<file path="config.mk">
export PLATFORM = sky130hd
export DESIGN_NAME = generic_bus_arbiter_n
export DESIGN_NICKNAME = d
export VERILOG_FILES = /design/src/rtl/generic_bus_arbiter_n.sv
export SDC_FILE = /design/constraint.sdc
export NUM_CORES = 1
export LEC_CHECK = 0
export BUFFER_PORTS_ARGS = -buffer_cell sky130_fd_sc_hd__buf_2
export CORE_AREA = 2 2 160 162
export CTS_BUF_LIST = sky130_fd_sc_hd__clkbuf_8 sky130_fd_sc_hd__clkbuf_16
export DETAILED_ROUTE_END_ITERATION = 7
export DIE_AREA = 0 0 162 164
export PLACE_DENSITY = 0.5
export SYNTH_ARGS = -nofsm -noshare
export SYNTH_HDL_FRONTEND = slang
export SYNTH_SLANG_ARGS = --single-unit
</file>
<file path="constraint.sdc">
create_clock -name CLK -period 2.4 [get_ports CLK]
set_clock_uncertainty 0.15 [all_clocks]
set_input_delay 0.72 -clock CLK [delete_from_list [all_inputs] [get_ports CLK]]
set_output_delay 0.72 -clock CLK [all_outputs]
set_load 0.05 [all_outputs]
</file>
<file path="src/rtl/generic_bus_arbiter_n.sv">
// N-way generic-bus arbiter: round-robin or fixed-priority merge of NUM_REQ requesters onto one memory port.
// Define ARB_PERF_COUNTERS_EN to build the per-requester grant/wait counters; otherwise those outputs are tied to 0.
module generic_bus_arbiter_n #(
  parameter int unsigned NUM_REQ       = 2,
  parameter int unsigned ADDR_W        = 32,
  parameter int unsigned DATA_W        = 32,
  parameter int unsigned PRIORITY_MODE = 0
) (
  input  logic                            CLK,
  input  logic                            RST,
  input  logic [NUM_REQ-1:0]              req_ren,
  input  logic [NUM_REQ-1:0]              req_wen,
  input  logic [NUM_REQ*ADDR_W-1:0]       req_addr,
  input  logic [NUM_REQ*DATA_W-1:0]       req_wdata,
  input  logic [NUM_REQ*(DATA_W/8)-1:0]   req_byte_en,
  output logic [DATA_W-1:0]               req_rdata,
  output logic [NUM_REQ-1:0]              req_busy,
  output logic                            mem_ren,
  output logic                            mem_wen,
  output logic [ADDR_W-1:0]               mem_addr,
  output logic [DATA_W-1:0]               mem_wdata,
  output logic [DATA_W/8-1:0]             mem_byte_en,
  input  logic [DATA_W-1:0]               mem_rdata,
  input  logic                            mem_busy,
  output logic [$clog2(NUM_REQ)-1:0]      grant_id,
  output logic                            arb_active,
  output logic [NUM_REQ*32-1:0]           perf_grants,
  output logic [NUM_REQ*32-1:0]           perf_wait
);

  localparam int unsigned BE_W = DATA_W / 8;
  localparam int unsigned ID_W = $clog2(NUM_REQ);

  typedef enum logic {
    IDLE,
    BUSY
  } state_t;

  state_t            state, state_nxt;
  logic [NUM_REQ-1:0] req;
  logic [ID_W-1:0]   last;
  logic [ID_W-1:0]   win;
  logic              any_req;
  logic              found_hi;
  logic              latch;
  logic              done;

  assign req        = req_ren | req_wen;
  assign req_rdata  = mem_rdata;
  assign arb_active = (state == BUSY);

  // Round-robin: lowest requester above the last grantee, else wrap to lowest overall.
  always_comb begin
    win      = '0;
    any_req  = 1'b0;
    found_hi = 1'b0;
    for (int unsigned i = 0; i < NUM_REQ; i++) begin
      if (req[i] && !any_req) begin
        win     = ID_W'(i);
        any_req = 1'b1;
      end
    end
    if (PRIORITY_MODE == 0) begin
      for (int unsigned i = 0; i < NUM_REQ; i++) begin
        if (req[i] && !found_hi && (i > 32'(last))) begin
          win      = ID_W'(i);
          found_hi = 1'b1;
        end
      end
    end
  end

  always_comb begin
    state_nxt = state;
    latch     = 1'b0;
    done      = 1'b0;
    case (state)
      IDLE: begin
        if (any_req) begin
          state_nxt = BUSY;
          latch     = 1'b1;
        end
      end
      BUSY: begin
        if (!mem_busy) begin
          state_nxt = IDLE;
          done      = 1'b1;
        end
      end
      default: state_nxt = IDLE;
    endcase
  end

  always_comb begin
    req_busy = '1;
    if (state == BUSY && !mem_busy) req_busy[grant_id] = 1'b0;
  end

  always_ff @(posedge CLK) begin
    if (RST) state <= IDLE;
    else     state <= state_nxt;
  end

  always_ff @(posedge CLK) begin
    if (RST) begin
      mem_ren     <= 1'b0;
      mem_wen     <= 1'b0;
      mem_addr    <= '0;
      mem_wdata   <= '0;
      mem_byte_en <= '0;
      grant_id    <= '0;
      last        <= ID_W'(NUM_REQ - 1);
    end else if (latch) begin
      mem_addr    <= req_addr[win*ADDR_W +: ADDR_W];
      mem_wdata   <= req_wdata[win*DATA_W +: DATA_W];
      mem_byte_en <= req_byte_en[win*BE_W +: BE_W];
      mem_wen     <= req_wen[win];
      mem_ren     <= req_ren[win] & ~req_wen[win];
      grant_id    <= win;
      last        <= win;
    end else if (state == IDLE || done) begin
      mem_ren <= 1'b0;
      mem_wen <= 1'b0;
    end
  end

`ifdef ARB_PERF_COUNTERS_EN
  logic [31:0] grants_q [NUM_REQ];
  logic [31:0] wait_q   [NUM_REQ];

  always_ff @(posedge CLK) begin
    if (RST) begin
      for (int unsigned i = 0; i < NUM_REQ; i++) begin
        grants_q[i] <= '0;
        wait_q[i]   <= '0;
      end
    end else begin
      for (int unsigned i = 0; i < NUM_REQ; i++) begin
        if (latch && win == ID_W'(i) && grants_q[i] != '1)
          grants_q[i] <= grants_q[i] + 32'd1;
        if (req[i] && !(state == BUSY && grant_id == ID_W'(i)) && wait_q[i] != '1)
          wait_q[i] <= wait_q[i] + 32'd1;
      end
    end
  end

  always_comb begin
    perf_grants = '0;
    perf_wait   = '0;
    for (int unsigned i = 0; i < NUM_REQ; i++) begin
      perf_grants[i*32 +: 32] = grants_q[i];
      perf_wait[i*32 +: 32]   = wait_q[i];
    end
  end
`else
  assign perf_grants = '0;
  assign perf_wait   = '0;
`endif

endmodule

</file>
== Word-level counts from Yosys, hierarchy flattened ==
Index checks and enable logic that the tools add are counted.

* Magnitude comparators: 4
* Shift-type cells: 3
* Mux-type cells: 20
* Bitwise operators: 5
* Reduce and logical (&&, ||, !) cells: 8

{| class="wikitable"
|+ Operators with widths
! cell !! number
|-
| $shiftx 64x7->32 || 2
|-
| $mux 1 || 17
|-
| $shiftx 8x4->4 || 1
|-
| $logic_and 1x1->1 || 4
|-
| $lt 1x2->1 const B || 2
|-
| $logic_not 1->1 || 2
|-
| $mux 2 || 1
|-
| $not 1->1 || 2
|-
| $not 2->2 || 1
|-
| $or 2x2->2 || 1
|-
| $pmux 1 s2 || 1
|-
| $reduce_bool 2->1 || 1
|-
| $and 1x1->1 || 1
|-
| $demux 1 s1 || 1
|-
| $ge 1x1->1 const B || 1
|-
| $gt 1x1->1 const A || 1
|-
| $logic_or 1x1->1 || 1
|}

* Register bits after elaboration: 73

== Logic depth before layout (Yosys ltp) ==
Gate-level depths: netlist of the first run.

* Word-level depth: 11
* Mapped depth: 7

== Worst setup path after synthesis of the first run ==
No wires, ideal clock.

* Path type: reg-to-output
* Start point: register state (netlist: arb_active)
* End point: output req_busy[0]
* Data arrival time: 1.546 ns
* Required time: 1.530 ns
* Setup slack: -0.016 ns
* Cell stages (with the launch flop): 4
* Path buffers: 1
* Cell sequence: dfxtp_1 -> clkbuf_1 -> inv_2 -> or3_1

* Cells in the longest elaborated chain, start to end: 2

{| class="wikitable"
|+ RTL lines
! item !! RTL line !! text
|-
| start: declaration || 39 || <nowiki>state_t state, state_nxt;</nowiki>
|-
| start signal: assignment || 101 || <nowiki>else state <= state_nxt;</nowiki>
|-
| $logic_and 1x1->1 || 96 || <nowiki>if (state == BUSY && !mem_busy) req_busy[grant_id] = 1'b0;</nowiki>
|-
| $mux 2 || 96 ||
|-
| end: declaration || 17 || <nowiki>output logic [NUM_REQ-1:0] req_busy,</nowiki>
|}

No other way between the ends.

== Final worst setup path of the first run ==
Ends and elaborated chain as after synthesis.

==> metrics.cfg, run 1 <==
[outcome]
status=finished clean

[critical_path]
cp_max_fo=10
end_kind=output pin
worstPathRequired_ns=1.53
worst-setup-path-type=register to output pin
max_stage_delay_ns=0.47
critPathLaunchType=register
worstPathCellList=inv_2 > or3_1 > buf_2
slowest_stage=dfxtp_2
arrival_ns=1.38

[die]
row_count=58
die_w_um=162
core_area_um2=24800
dieArea_um2=26600
num_io_pins=409
initial_utilization_pct=19.0
die_h_um=164

[cells_and_area]
mostFrequentLayoutCells=buf_2, conb_1, dfxtp_1
fin_nets=924
seqCellArea_um2=1460
drive_gt1_share_pct=34.4
final_cells=1083
post-route-util_pct=23.7
multi_input_area_um2=2300
areaGrowthSynthToFinish_pct=24.6
antenna_cells=0
nFillCells=2804
layout_commonest_cell=buf_2
design_area_um2=5880

[place]
routabilityCongestion=0.752
placed_cells=1068
port_buffers=216
post_dp_cell_area_um2=5570
hpwlAfterDp_mm=11.7

[routing]
postRouteAntennaNets=0
via_count=4656
firstDrtPassIters=4
drc=0
wl_per_cell_um=15.7
drt-total-wl_mm=17.0
drt-vias-per-instance=4.30
drtIter0Drc=402

[pwr]
powerDensity_nw_per_um2=782
leakage_nw=2.67
intPower_w=0.00265
combPwrFrac_pct=37.2
ir_worst_vdd_uv=263
pwr-share-clk_pct=32.1
switching_share_pct=42.4
p_seq_share_pct=30.6
switchingPower_w=0.00195

[synthesis]
synth_cell_types=30
yosysWarnings=0
yosys.area.top_type=dfxtp_1
avgSynthCellArea_um2=7.93
synth_xor_area_share_pct=0
synth_simple_gate_area_share_pct=9.36
netlist_instances=595
synth_top_family_by_area=buffers and inverters
synth.area.top_cells=dfxtp_1, buf_4, a311oi_1, a21oi_1, nand3_1
synth_compound_area_share_pct=28.4
synth_seq_cells=73
seq_area_frac_synth_pct=31.0
synth_top_area_share_pct=31.0
syn_area_um2=4720
synthMuxAreaShare_pct=0.212
synth_fa_ha_area_share_pct=0

[clocking]
ctsHoldBuffers=0
htreeDepth=3
post_cts_buffers=0
cts_tree=done
clock_sinks=73
root_buffer=clkbuf_16
cts_resized=0
clkTransAtPathRegs_ns=0.06
clock_path_buffers=2
cts_buffers=9
worstSkewPairLatency_ns=0.34

[timing]
fin_crit_ns=2.25
max_freq_mhz=444
maxSlewViolCount=0
setup_tns_ns=0
fin_crit_sh_pct=93.8
worst_pin_slew_ns=0.876
finalHoldViolCount=0
max-slew-margin-rel_pct=41.6
holdWs_ns=0.346
setup_viol=0
rsz0062_at_grt=no

[global_route]
track_usage_pct=12.0
grt_pass1_wl_mm=24.8
gr-total-overflow=0
met1_usage_pct=15.1
grt_pass1_vias=4298
antenna_found_initial=0
gr-max-usage-layer=met2
grt_use_met3_pct=2.83
grt_max_degree=71
use_met2_pct=19.9

[min_path]
hp-class=register to register

[run]
max-cap-violations=0

==> logic make-up (layout without fill, tap and decap cells) <==
group / after synthesis / after routing
AO/OA/AOI/OAI: 214 / 214
multiplexers: 1 / 1
buffers and inverters: 222 / 253
flip-flops: 73 / 73
AND/OR/NAND/NOR: 84 / 84
other: 1 / 128
==> flip-flops by register name, indices dropped and copies added (netlist names) <==
signal / cells
mem_addr: 32
arb_active: 1
mem_ren: 1
mem_byte_en: 4
grant_id: 1
mem_wdata: 32
mem_wen: 1
last: 1
==> stage by stage <==
stage	power, W	worst slack (ns)
after CTS	0.00467	0.129
after global routing	0.00483	0.0614
after floorplan	0.00300	0.140
after detailed placement	0.00316	0.0555
after global placement	0.00316	0.0695
final	0.00460	0.149
==> synthesized netlist by cell type (all sizes together) <==
| cell | number |
|---|---|
| buf | 169 |
| dfxtp | 73 |
| o21ai | 71 |
| a21oi | 70 |
| nand3 | 69 |
| a311oi | 68 |
| clkbuf | 52 |
| nor2 | 4 |
| nand3b | 2 |
| a21boi | 1 |
| a221oi | 1 |
| and3b | 1 |
| conb | 1 |
| inv | 1 |
| mux2i | 1 |
| nand2 | 1 |
| nand2b | 1 |
| nand4b | 1 |
| nor2b | 1 |
| nor4 | 1 |
| o21a | 1 |
| o21bai | 1 |
| o41ai | 1 |
| or2 | 1 |
| or3 | 1 |
| or4 | 1 |
==> power groups by stage <==
stage	Sequential [W]	Combinational (W)	Clock, W
3_3_place_gp	0.00144	0.00172	0
3_5_place_dp	0.00144	0.00172	0
4_1_cts	0.00141	0.00172	0.00154
2_1_floorplan	0.00186	0.00114	0
5_1_grt	0.00143	0.00181	0.00159
6_report	0.00141	0.00171	0.00148
==> worst max-delay path: cells and delay by family (launching register included) <==
kind          cells  cell delay, ns
buf+inv           2            0.27
flops             1            0.47
simple gates      1            0.30
==> path summary, 6_finish.rpt <==
check | from | endpoint | slack, ns | cells after the start
worst min register to register | mem_ren$_SDFFE_PP0P_ | mem_ren$_SDFFE_PP0P_ | 0.35 | 2
worst max-delay path | arb_active$_SDFF_PP0_ | req_busy[0] | 0.15 | 3
worst min-delay path | mem_ren$_SDFFE_PP0P_ | mem_ren$_SDFFE_PP0P_ | 0.35 | 2
worst max register to register | arb_active$_SDFF_PP0_ | mem_addr[13]$_SDFFE_PP0P_ | 0.56 | 4
==> layer usage <==
layer	up-vias	wire length, um
met1	2174	7270
met3	33	1410
met4	0	418
met2	253	7940
li1	2196	-
met5	-	0
==> final cells by class <==
type / instances / share of cell area, %
Clock inverter: 5 / 1.23
Tap cell: 330 / 7.02
Multi-Input combinational cell: 427 / 39.1
Clock buffer: 10 / 4.06
Inverter: 1 / 0.0638
Sequential cell: 73 / 24.9
Timing Repair Buffer: 237 / 23.6
No activity file was read; power rests on OpenSTA's default activity.
==> run 2: changes to the inputs <==
- BUFFER_PORTS_ARGS: -buffer_cell sky130_fd_sc_hd__buf_2 -> -buffer_cell sky130_fd_sc_hd__buf_4
- RECOVER_POWER: default -> 100
==> run 2 against run 1 <==
Compared with the run above: wire length grew 5.6%; final cell count increased by 0.46%; critical path depth stayed put; setup slack lost 0.026 ns; clock power shrank 7%; flip-flop and latch count stayed put; sequential power about the same; maximum frequency is 1.1% lower; critical endpoint unchanged; largest cell class unchanged; largest power group unchanged; highest routed layer unchanged.
==> metrics.cfg, run 2 (synthesis results as in run 1) <==
[cells_and_area]
mostFrequentLayoutCells=buf_4, conb_1, dfxtp_1
layout_commonest_cell=buf_4
nFillCells=2813  ; +0.32%
drive_gt1_share_pct=25.3  ; -9.1 points
fin_nets=926  ; +0.22%
largestRegisters=mem_addr: 32 flops, mem_wdata: 32 flops, mem_byte_en: 4 flops
areaGrowthSynthToFinish_pct=29.4
final_cells=1088  ; +0.46%

[global_route]
gr-total-overflow=0  ; unchanged
antenna_found_initial=0  ; unchanged
met1_usage_pct=16.4  ; +1.3 points
gr-max-usage-layer=met2
track_usage_pct=12.8  ; +0.82 points
grt_max_degree=71  ; unchanged
grt_pass1_wl_mm=26.6  ; +7.1%
grt_use_met3_pct=3.66  ; +0.83 points
use_met2_pct=20.9  ; +0.99 points
grt_pass1_vias=4589  ; +6.8%

[critical_path]
worstPathCellList=buf_4 > or3_1 > clkbuf_4
worst_r2r_endpoint=mem_addr[14]$_SDFFE_PP0P_
max_stage_delay_ns=0.33  ; -0.14 ns
critPathLaunchType=primary input
crit_end=req_busy[0]
worst-setup-path-type=primary input to output pin
r2r_slack_ns=0.46  ; -0.10 ns
reg2reg_from=arb_active$_SDFF_PP0_
end_kind=output pin
r2r.worst_path.cells=4  ; unchanged
worstPathRequired_ns=1.53  ; about the same
arrival_ns=1.41  ; +0.03 ns
cp_max_fo=5  ; -5
slowest_stage=or3_1
setup.worst_path.start=mem_busy

[routing]
via_count=4743  ; +1.9%
postRouteAntennaNets=0  ; unchanged
drc=0  ; unchanged
drtIter0Drc=339  ; -16%
wl_per_cell_um=16.5  ; +5.1%
drt-total-wl_mm=18.0  ; +5.6%
firstDrtPassIters=4  ; unchanged
drt-vias-per-instance=4.36  ; +1.4%

[die]
die_h_um=164  ; unchanged
num_io_pins=409  ; unchanged
row_count=58  ; unchanged
initial_utilization_pct=19.0  ; unchanged
die_w_um=162  ; unchanged
core_area_um2=24800  ; unchanged
dieArea_um2=26600  ; unchanged

[timing]
maxSlewViolCount=0  ; unchanged
fin_crit_sh_pct=94.9  ; +1.1 points
max_freq_mhz=439  ; -1.1%
rsz0062_at_grt=no
worst_pin_slew_ns=1.12  ; +0.240 ns
holdWs_ns=0.350  ; +0.00415 ns
fin_crit_ns=2.28  ; +0.0259 ns
setup_tns_ns=0  ; unchanged
finalHoldViolCount=0  ; unchanged
setup_viol=0  ; unchanged
max-slew-margin-rel_pct=25.6  ; -16 points

[min_path]
hp-class=register to register
min_from=mem_ren$_SDFFE_PP0P_

[run]
max-cap-violations=0  ; unchanged

[clocking]
clock_sinks=73  ; unchanged
clock_path_buffers=2  ; unchanged
cts_tree=done
htreeDepth=3  ; unchanged
ctsHoldBuffers=0  ; unchanged
worstSkewPairLatency_ns=0.33  ; about the same
clkTransAtPathRegs_ns=0.06  ; about the same
cts_resized=0  ; unchanged
cts_buffers=9  ; unchanged
post_cts_buffers=0  ; unchanged
root_buffer=clkbuf_16

[place]
hpwlAfterDp_mm=12.2  ; +4.2%
placed_cells=1070  ; +0.19%
routabilityCongestion=0.707  ; -6.0%
port_buffers=216  ; unchanged

[pwr]
leakage_nw=2.52  ; -5.7%
powerDensity_nw_per_um2=742  ; -5.1%
ir_worst_vdd_uv=293  ; +11%

[outcome]
status=finished clean

run 2: cell types whose count changed in the layout (fill, tap and decap cells not counted), sizes merged:
cell      delta
buf         -75
bufinv       -1
clkbuf      +76
clkinv       +2
clkinvlp     +1
diode        +2
run 2: critical path: cells and delay by family:
| kind | cells | cell delay, ns |
|---|---|---|
| buffers and inverters | 2 | 0.35 |
| AND/OR/NAND/NOR | 1 | 0.33 |
run 2: power breakdown:
part           internal (W)  switching (W)  leakage (nW)
combinational      0.000417        0.00134          1.77
clock              0.000797       0.000570         0.148
sequential          0.00134      0.0000720         0.607
run 2: worst min path at each step:
stage                                 end  cells after the start
3_5_place_dp         mem_ren$_SDFFE_PP0P_                      2
5_1_grt        mem_wdata[30]$_SDFFE_PP0P_                      2
3_3_place_gp         mem_ren$_SDFFE_PP0P_                      2
4_1_cts              mem_ren$_SDFFE_PP0P_                      2
6_report             mem_ren$_SDFFE_PP0P_                      2
2_1_floorplan           last$_SDFFE_PP1P_                      2
run 2: layout make-up:
cell class,instances,area [um2],share of cell area (%)
inverter,1,3.75,0.0615
sequential,73,1460,23.9
timing repair buffer,239,1630,26.7
antenna,2,5.00,0.0819
clock buffer,9,225,3.69
clock inverter,7,63.8,1.04
multi-input combinational,427,2300,37.7
tap,330,413,6.76
run 2: metrics by stage:
step	power, W	area (um2)	utilization [%]	setup WS, ns
after detailed placement	0.00331	6100	24.6	0.0410
after global routing	0.00476	6100	24.6	0.0857
after floorplan	0.00300	5200	-	0.140
after CTS	0.00472	6390	25.7	0.137
after global placement	0.00331	6100	24.6	0.0412
final	0.00453	6110	24.6	0.123
run 2: routing by layer:
layer  vias up  wire length [um]
met3        32              1420
li1       2204                 -
met1      2275              7740
met4         0               389
met2       232              8420
met5         -                 0
